===== src/rtl/multicycle_control.sv =====
// multicycle_control: multicycle LEGv8 main control FSM with memory handshake, sticky fault and retire counter
module multicycle_control #(
  parameter int MAX_WAIT = 15,
  parameter int CNT_W = 32
) (
  input  logic             clk,
  input  logic             reset,
  input  logic [10:0]      Op,
  input  logic             mem_ready,
  output logic             PCWrite,
  output logic             PCWriteCond,
  output logic             IorD,
  output logic             MemRead,
  output logic             MemWrite,
  output logic             IRWrite,
  output logic             MemtoReg,
  output logic             RegWrite,
  output logic             Reg2Loc,
  output logic             ALUSrcA,
  output logic [1:0]       ALUSrcB,
  output logic [1:0]       ALUOp,
  output logic [1:0]       PCSource,
  output logic             fault,
  output logic [1:0]       fault_code,
  output logic [CNT_W-1:0] instr_count,
  output logic [3:0]       state
);
  typedef enum logic [3:0] {
    RST = 4'd0, FETCH = 4'd1, DECODE = 4'd2, MEM_ADDR = 4'd3, MEM_READ = 4'd4, MEM_WB = 4'd5,
    MEM_WRITE = 4'd6, EXEC_R = 4'd7, R_WB = 4'd8, CBZ_EX = 4'd9, B_EX = 4'd10, FAULT = 4'd11
  } state_t;
  localparam int WW = MAX_WAIT > 1 ? $clog2(MAX_WAIT) : 1;
  localparam logic [WW-1:0] LAST = WW'(MAX_WAIT > 0 ? MAX_WAIT - 1 : 0);
  state_t st, nxt;
  logic [WW-1:0] wcnt;
  logic [13:0] ctrl;
  logic is_ldur, is_stur, is_r, is_cbz, is_b, tmo, retire, pcw;
  assign is_ldur = Op == 11'b11111000010;
  assign is_stur = Op == 11'b11111000000;
  assign is_r = Op == 11'b10001011000 || Op == 11'b11001011000 || Op == 11'b10001010000 || Op == 11'b10101010000;
  assign is_cbz = Op[10:3] == 8'b10110100;
  assign is_b = Op[10:5] == 6'b000101;
  assign tmo = (MAX_WAIT != 0) && !mem_ready && wcnt == LAST;
  assign retire = st inside {MEM_WB, R_WB, CBZ_EX, B_EX} || (st == MEM_WRITE && mem_ready);
  // Control word for a state: {PCWriteCond, PCWrite, IorD, MemRead, MemWrite, MemtoReg, RegWrite, ALUSrcA, ALUSrcB, ALUOp, PCSource}
  function automatic logic [13:0] dec(state_t s);
    case (s)
      FETCH:     return {1'b0, 1'b0, 1'b0, 1'b1, 1'b0, 1'b0, 1'b0, 1'b0, 2'b01, 2'b00, 2'b00};
      DECODE:    return {1'b0, 1'b0, 1'b0, 1'b0, 1'b0, 1'b0, 1'b0, 1'b0, 2'b11, 2'b00, 2'b00};
      MEM_ADDR:  return {1'b0, 1'b0, 1'b0, 1'b0, 1'b0, 1'b0, 1'b0, 1'b1, 2'b10, 2'b00, 2'b00};
      MEM_READ:  return {1'b0, 1'b0, 1'b1, 1'b1, 1'b0, 1'b0, 1'b0, 1'b0, 2'b00, 2'b00, 2'b00};
      MEM_WB:    return {1'b0, 1'b0, 1'b0, 1'b0, 1'b0, 1'b1, 1'b1, 1'b0, 2'b00, 2'b00, 2'b00};
      MEM_WRITE: return {1'b0, 1'b0, 1'b1, 1'b0, 1'b1, 1'b0, 1'b0, 1'b0, 2'b00, 2'b00, 2'b00};
      EXEC_R:    return {1'b0, 1'b0, 1'b0, 1'b0, 1'b0, 1'b0, 1'b0, 1'b1, 2'b00, 2'b10, 2'b00};
      R_WB:      return {1'b0, 1'b0, 1'b0, 1'b0, 1'b0, 1'b0, 1'b1, 1'b0, 2'b00, 2'b00, 2'b00};
      CBZ_EX:    return {1'b1, 1'b0, 1'b0, 1'b0, 1'b0, 1'b0, 1'b0, 1'b1, 2'b00, 2'b01, 2'b01};
      B_EX:      return {1'b0, 1'b1, 1'b0, 1'b0, 1'b0, 1'b0, 1'b0, 1'b0, 2'b00, 2'b00, 2'b01};
      default:   return '0;
    endcase
  endfunction
  // Next-state selection, including opcode dispatch and memory-wait timeout
  always_comb begin
    nxt = st;
    case (st)
      RST:       nxt = FETCH;
      FETCH:     nxt = mem_ready ? DECODE : tmo ? FAULT : FETCH;
      DECODE:    nxt = (is_ldur || is_stur) ? MEM_ADDR : is_r ? EXEC_R : is_cbz ? CBZ_EX : is_b ? B_EX : FAULT;
      MEM_ADDR:  nxt = is_ldur ? MEM_READ : MEM_WRITE;
      MEM_READ:  nxt = mem_ready ? MEM_WB : tmo ? FAULT : MEM_READ;
      MEM_WRITE: nxt = mem_ready ? FETCH : tmo ? FAULT : MEM_WRITE;
      EXEC_R:    nxt = R_WB;
      MEM_WB, R_WB, CBZ_EX, B_EX: nxt = FETCH;
      default:   nxt = FAULT;
    endcase
  end
  // State, registered control word, wait counter, fault capture and retire counter
  always_ff @(posedge clk or negedge reset) begin
    if (!reset) begin
      st <= RST;
      ctrl <= '0;
      wcnt <= '0;
      fault <= 1'b0;
      fault_code <= 2'b00;
      instr_count <= '0;
    end else begin
      st <= nxt;
      ctrl <= dec(nxt);
      wcnt <= (nxt == st && st != FAULT) ? wcnt + 1'b1 : '0;
      fault <= nxt == FAULT;
      if (nxt == FAULT && st != FAULT) fault_code <= st == DECODE ? 2'b01 : 2'b10;
      if (retire) instr_count <= instr_count + 1'b1;
    end
  end
  assign {PCWriteCond, pcw, IorD, MemRead, MemWrite, MemtoReg, RegWrite, ALUSrcA, ALUSrcB, ALUOp, PCSource} = ctrl;
  assign IRWrite = st == FETCH && mem_ready;
  assign PCWrite = pcw || IRWrite;
  assign Reg2Loc = !(st inside {RST, FETCH, FAULT}) && (is_stur || is_cbz);
  assign state = st;
endmodule

===== config.mk =====
export PLATFORM = sky130hd
export DESIGN_NAME = multicycle_control
export DESIGN_NICKNAME = d
export VERILOG_FILES = /design/src/rtl/multicycle_control.sv
export SDC_FILE = /design/constraint.sdc
export NUM_CORES = 1
export LEC_CHECK = 0
export CAP_MARGIN = 10
export CORE_MARGIN = 5
export CORE_UTILIZATION = 52
export CTS_BUF_LIST = sky130_fd_sc_hd__clkbuf_4 sky130_fd_sc_hd__clkbuf_8
export CTS_CLUSTER_DIAMETER = 80
export DETAILED_ROUTE_END_ITERATION = 6
export PLACE_DENSITY_LB_ADDON = 0.15
export SYNTH_ARGS = -nofsm -noshare
export SYNTH_HDL_FRONTEND = slang
export SYNTH_SLANG_ARGS = --single-unit

===== constraint.sdc =====
create_clock -name clk -period 3.2 [get_ports clk]
set_input_delay 0.64 -clock clk [delete_from_list [all_inputs] [get_ports clk]]
set_output_delay 0.64 -clock clk [all_outputs]
set_load 0.01 [all_outputs]

==> impl_results.md <==
- Hold_ws: 0.344 ns
- Leading area contributor after synthesis: dfrtp_1
- Worst path arrival time: 2.48 ns
- Yosys reg bits: 55
- Status: completed
- Cell class contributing the biggest share of worst-path delay: buffers and inverters
- Syn Inst Count: between 200 and 300
- Crit-path max cell delay: 0.52 ns
- Critical path class: input port to primary output
- DR WL/cell: ~14 µm
- Achievable Freq: 321 MHz
- Clk sinks: 55
- Share of cells above drive strength 1: 10.2%
- Class of the worst hold path: input port to asynchronous set/reset pin
- CTS tree: built
- GRT Util Overall: between 15 and 20%
- Number of global-route vias before repair: 2249
- Leakage: 1.68 nW
- Clock Skews: 0.00432 ns
- Worst Path Buf+Inv: 3
- Die span in x: 84.9 µm
- Register area share after synthesis: a little under half
- Net Count, Synth: 303
- CTS Buf Count: 5
- PwrDens: 665 nW/µm²
- Clock Path Buffers: 2
- Initial core utilization: 53.2%
- Slew headroom: between 50% and 60%
- Max cap viols: 0
- Post-DP HPWL: 4.63 mm
- Post-synth EDFFs: 0
- Critical Path Most Common Cell: clkdlybuf4s50_1
- Non-filler cells, final: approximately 420
- ANT nets after route: 0
- I/O pins: between 60 and 70
- Crit path time final: 3.12 ns
- Cts hold-fix bufs: 0
- R2R depth: 7
- Area grow syn2layout: 28.3%
- Die span in y: ~85 µm
- Hold Vio Cnt, Final: 0
- Dpl ws: -0.00763 ns
- Die footprint: slightly above 7000 µm²
- Drt pass-1 iters: 5
- Placed Cells: between 400 and 500
- Vias/cell: 5.32
- Post-CTS Setup Bufs: 0
- Predominant post-synthesis flop cell: dfrtp_1
- Finished Cell Area: 3740 µm²
- First-pass GRT wire length: roughly 11 mm
- Core area: 5470 µm²
- Asr flop ratio synth: 100%
- Final-stage net count: between 300 and 400
- Total wire length: 6.14 mm
- Std cell rows: 27
- Fin crit share: 97.4%
- CP startpoint kind: input port
- Worst-path clk slew: 0.10 ns
- Required time of the critical path: 2.56 ns
- Routability cong.: 0.864
- # diodes: 0
- Synthesized area: slightly below 3000 µm²
- CP endpoint kind: primary output
- Grt ovf: 0
- Via Count: 2256
- VDD IR max: between 0.5 and 0.6 mV
- Pwr Total: 2.48 mW
- Yosys warning total: 0
- CP Max Fanout: 2
- Setup Viol. Count Final: 0
- Crit path depth: 5
- # fillers: between 400 and 500
- Top cell type's share of synthesized area: 47.2%
- Critical path, cell by cell: clkdlybuf4s50_1 > or3b_2 > nor3b_2 > buf_4 > clkdlybuf4s50_1
- Initial DRC count: 68
- Antenna violations before repair: 0
- Slew @ Worst Pin: 0.613 ns
- Post-route setup slack: about 0.084 ns
- CTS H-tree lvls: 2
- DRC Markers: 0
- Post-synthesis cell type count: 54
- CP max-delay cell: clkdlybuf4s50_1
- Clk_lat worst skew: 0.30 ns
- Port bufs: 67
- Pin count of the biggest net entering global routing: 29
- Area contributors post-synth: dfrtp_1 47%, xnor2_1 5.4%, xor2_1 4.5%
- Area after DPL: approximately 3600 µm²
- Clk root buf: clkbuf_8
- Syn_area_per_cell: 10.3 µm²
- Final slew viol count: 0
state kept, by name (all words and copies together), names as in the netlist:
signal,count
fault_code,2
ctrl,12
wcnt,4
instr_count,32
fault,1
state,4
cell families (layout without fill, tap and decap cells):
family | count (synthesis) | in the layout | share of synthesized area, %
and+or+nand+nor | 119 | 119 | 23.0
DFF | 55 | 55 | 47.2
buffers and inverters | 29 | 99 | 5.15
xor gates and xnor gates | 34 | 34 | 10.9
muxes | 2 | 2 | 0.730
adders and majority gates | 7 | 7 | 3.01
AOI/OAI and AO/OA | 35 | 35 | 9.88
other | 1 | 1 | 0.129
per-stage QoR:
stage	TNS, ns	util [%]
CTS	0	68.2
floorplan	0	-
global route	-0.0312	68.3
finish	0	68.3
global placement	0	66.6
detailed placement	-0.00763	66.6
layout make-up:
class                   instances  area (µm²)  share of cell area, %
clock inverters                 3        18.8                  0.502
inverters                      14        52.6                   1.41
flip-flops and latches         55        1380                   36.8
repair buffers                 77         739                   19.8
well taps                      72        90.1                   2.41
multi-input cells             198        1390                   37.2
clock buffers                   5        68.8                   1.84
what timing repair did:
| item | 4_1_cts | 5_1_grt |
|---|---|---|
| setup endpoints to repair | 1 | 1 |
| resized for setup | 1 | 1 |
| endpoints found under the hold margin | 0 | 0 |
placed cells by master (no fill, tap or decap), drive strengths merged, types with 2 or more instances in the layout:
cell,n
and3,4
or3,3
xor2,16
clkinv,2
inv,15
nor4bb,2
nor2,22
nor3b,4
nand3,14
nand4,11
o21ai,11
ha,7
a21oi,2
o211ai,3
nand2,20
a22oi,3
nor2b,2
o311ai,2
buf,11
clkdlybuf4s50,65
and4,4
o31ai,3
xnor2,18
or2,3
clkbuf,5
dfrtp,55
o221ai,2
nor3,11
and2,11
power by group:
group / internal [mW] / total (mW) / switching, mW
clock network: 0.155 / 0.377 / 0.223
logic: 0.568 / 1.14 / 0.576
registers: 0.827 / 0.964 / 0.137
total: 1.55 / 2.48 / 0.936
path summary, 6_finish.rpt:
| path | startpoint | to | slack (ns) |
|---|---|---|---|
| setup / recovery | mem_ready | IRWrite | 0.08 |
| hold / removal | reset | instr_count[5] | 0.34 |
| setup reg to reg | state[0] | fault_code[1] | 0.59 |
| hold reg to reg | instr_count[31] | instr_count[31] | 0.47 |
| max in group asynchronous | reset | ctrl[6] | 2.06 |
| min in group clk | instr_count[31] | instr_count[31] | 0.47 |
cell usage after synthesis, types with 6 or more instances:
library cell and number:
inv_1 14, nand2_1 20, xnor2_1 18, buf_4 8
nand4_1 11, xor2_1 15, nand3_1 14, o21ai_0 10
ha_1 7, dfrtp_1 55, nor2_1 22, and2_1 11
nor3_1 6
layer usage:
metal  GRT usage (%)  part of all wire (%)  vias up
li1                -                     -     1116
met1            21.9                    42     1081
met2            32.0                    53       57
met3            3.40                   4.6        2
met4            3.31                  0.44        0
met5               0                     0        -
Power figures use the tool's default switching activity.
==> patch: new RTL, same flow settings <==
The output `fault` loses its register stage (`fault` becomes a continuous assignment). Comments in the files are not updated.
--- a/src/rtl/multicycle_control.sv
+++ b/src/rtl/multicycle_control.sv
@@ -80,5 +80,4 @@
       ctrl <= '0;
       wcnt <= '0;
-      fault <= 1'b0;
       fault_code <= 2'b00;
       instr_count <= '0;
@@ -87,9 +86,10 @@
       ctrl <= dec(nxt);
       wcnt <= (nxt == st && st != FAULT) ? wcnt + 1'b1 : '0;
-      fault <= nxt == FAULT;
       if (nxt == FAULT && st != FAULT) fault_code <= st == DECODE ? 2'b01 : 2'b10;
       if (retire) instr_count <= instr_count + 1'b1;
     end
   end
+
+  assign fault = nxt == FAULT;
   assign {PCWriteCond, pcw, IorD, MemRead, MemWrite, MemtoReg, RegWrite, ALUSrcA, ALUSrcB, ALUOp, PCSource} = ctrl;
   assign IRWrite = st == FETCH && mem_ready;
Check against the original RTL: not equivalent (Yosys sat finds a counterexample within 4 cycles, from zero or initial values and one cycle with reset low).
==> patch against the original RTL <==
- cell area up 4.0%
- area after synthesis down 0.86%
- power up 5.8%
- sequential cell count down 1
- setup slack worse by 0.0029 ns
- core utilization up 3.2 points
- wire length down 2.6%
- critical path depth up 3
- count of clock-buffer cells in the layout unchanged
- non-clock buffer count up 17
- largest cell class unchanged
- highest routed layer unchanged
==> patch: results (changes against the original RTL) <==
\begin{tabular}{lr}
\hline
Metric & Value \\
\hline
\multicolumn{2}{l}{\textbf{Place}} \\
DP Worst Slack & -0.296 ns (-0.289 ns) \\
Count of buffers from port buffering & 67 (unchanged) \\
Placed wire-length estimate & 4730 µm (+2.0\%) \\
Final weighted congestion of routability-driven global placement & 0.885 (+2.4\%) \\
\multicolumn{2}{l}{\textbf{Setup path}} \\
Worst R2R Setup Slack & 0.83 ns (+0.24 ns) \\
Cell family with the largest share of critical-path delay & simple AND/OR/NAND/NOR gates \\
Peak per-stage delay on the critical path & 0.40 ns (-0.12 ns) \\
Largest fanout of any net on the critical path & 3 (+1) \\
\multicolumn{2}{l}{\textbf{Finish}} \\
Net count of the finished layout & 388 (+4.3\%) \\
Number of standard cells in the final layout excluding fillers & 440 (+3.8\%) \\
Share of cells above drive strength 1 & 0.160 (+0.0581) \\
\multicolumn{2}{l}{\textbf{Power and ir drop}} \\
Worst vdd ir & 0.550 mV (-4.5\%) \\
Static leakage & 1.76 nW (+4.4\%) \\
\multicolumn{2}{l}{\textbf{Route}} \\
Detailed-route wire length per cell & 13.6 µm (-6.1\%) \\
Vias & 2,327 (+3.1\%) \\
Drt first pass iters & 4 (-1) \\
Iteration-0 DRC count of the detailed router & 99 (+46\%) \\
\multicolumn{2}{l}{\textbf{Yosys}} \\
Top cell types by occurrence after synthesis & dfrtp\_1 (54), nor2\_1 (22), nand2\_1 (20) \\
Proportion of synthesized chip area in sequential cells & 0.468 (-0.00457) \\
Number of cells produced by synthesis & 281 (-0.35\%) \\
Synth area leaders & dfrtp\_1 (47\%), xnor2\_1 (5.5\%), xor2\_1 (4.5\%) \\
Total nets after synthesis & 302 (-0.33\%) \\
\multicolumn{2}{l}{\textbf{GRT}} \\
GR Util All Layers & 0.176 (-0.000522) \\
Pin count of the biggest net entering global routing & 30 (+3.4\%) \\
First-pass GRT wire length & 10,300 µm (-1.6\%) \\
\multicolumn{2}{l}{\textbf{Timing}} \\
Achievable frequency & 321 MHz (about the same) \\
Normalized max-slew margin & 0.582 (-0.00945) \\
Clock skew & 0.00529 ns (+0.000974 ns) \\
WHS & 0.346 ns (+0.00157 ns) \\
\multicolumn{2}{l}{\textbf{Run status}} \\
Outcome & completed \\
\hline
\end{tabular}
patch: changes by cell type after synthesis:
| cell | before | now |
|---|---|---|
| dfrtp_1 | 55 | 54 |
patch: per-stage QoR:
step	util	cell area, µm²	setup TNS, ns
4_1_cts	0.712	3870	0
6_report	0.715	3890	0
3_3_place_gp	0.689	3750	-0.358
3_5_place_dp	0.689	3750	-0.453
5_1_grt	0.715	3890	-0.000396
2_1_floorplan	-	2890	0
patch: final timing paths:
check	cells past startpoint	startpoint	endpoint
max reg2reg	6	state[2]	instr_count[20]
min in group clk	1	instr_count[31]	instr_count[31]
min	1	reset	instr_count[9]
min reg2reg	1	instr_count[31]	instr_count[31]
max in group asynchronous	2	reset	instr_count[18]
max	8	Op[0]	fault
patch: cells by family after synthesis:
family,synth area share
adders and majority gates,0.0303
buffers and inverters,0.0520
and+or+nand+nor,0.232
muxes,0.00736
AOI/OAI and AO/OA,0.0996
DFF,0.468
other,0.00130
xor gates and xnor gates,0.110
patch: final cells by class:
cell class,instances,area [µm²]
Multi-Input combinational cell,198,1410
Timing Repair Buffer,94,866
Inverter,14,52.6
Clock inverter,3,48.8
Tap cell,72,90.1
Fill cell,414,1550
Sequential cell,54,1360
Clock buffer,5,68.8
patch: layer usage:
| layer | up-vias | track usage | share of wire | routed length, µm |
|---|---|---|---|---|
| met1 | 1103 | 0.218 | 0.42 | 2540 |
| li1 | 1151 | - | - | - |
| met2 | 64 | 0.300 | 0.49 | 2950 |
| met4 | 0 | 0.0532 | 0.017 | 99 |
| met5 | - | 0 | 0 | 0 |
| met3 | 9 | 0.0451 | 0.067 | 399 |
patch: power breakdown:
part	internal, mW	leakage, nW	switching (mW)	total, mW
Combinational	0.642	0.985	0.577	1.22
Sequential	0.814	0.718	0.137	0.950
Clock	0.238	0.0563	0.221	0.459
patch: timing repair:
item,4_1_cts,5_1_grt
endpoints found under the hold margin,0,0
gates resized for setup,3,6
cloned,0,0
setup endpoints to repair,3,3
patch: worst reg2reg max path: cells and delay by family (launching register included):
kind,cells,cell delay [ns]
AOI/OAI and AO/OA,1,0.14
xor gates and xnor gates,1,0.17
buffers and inverters,1,0.21
DFF,1,0.51
and+or+nand+nor,3,1.28
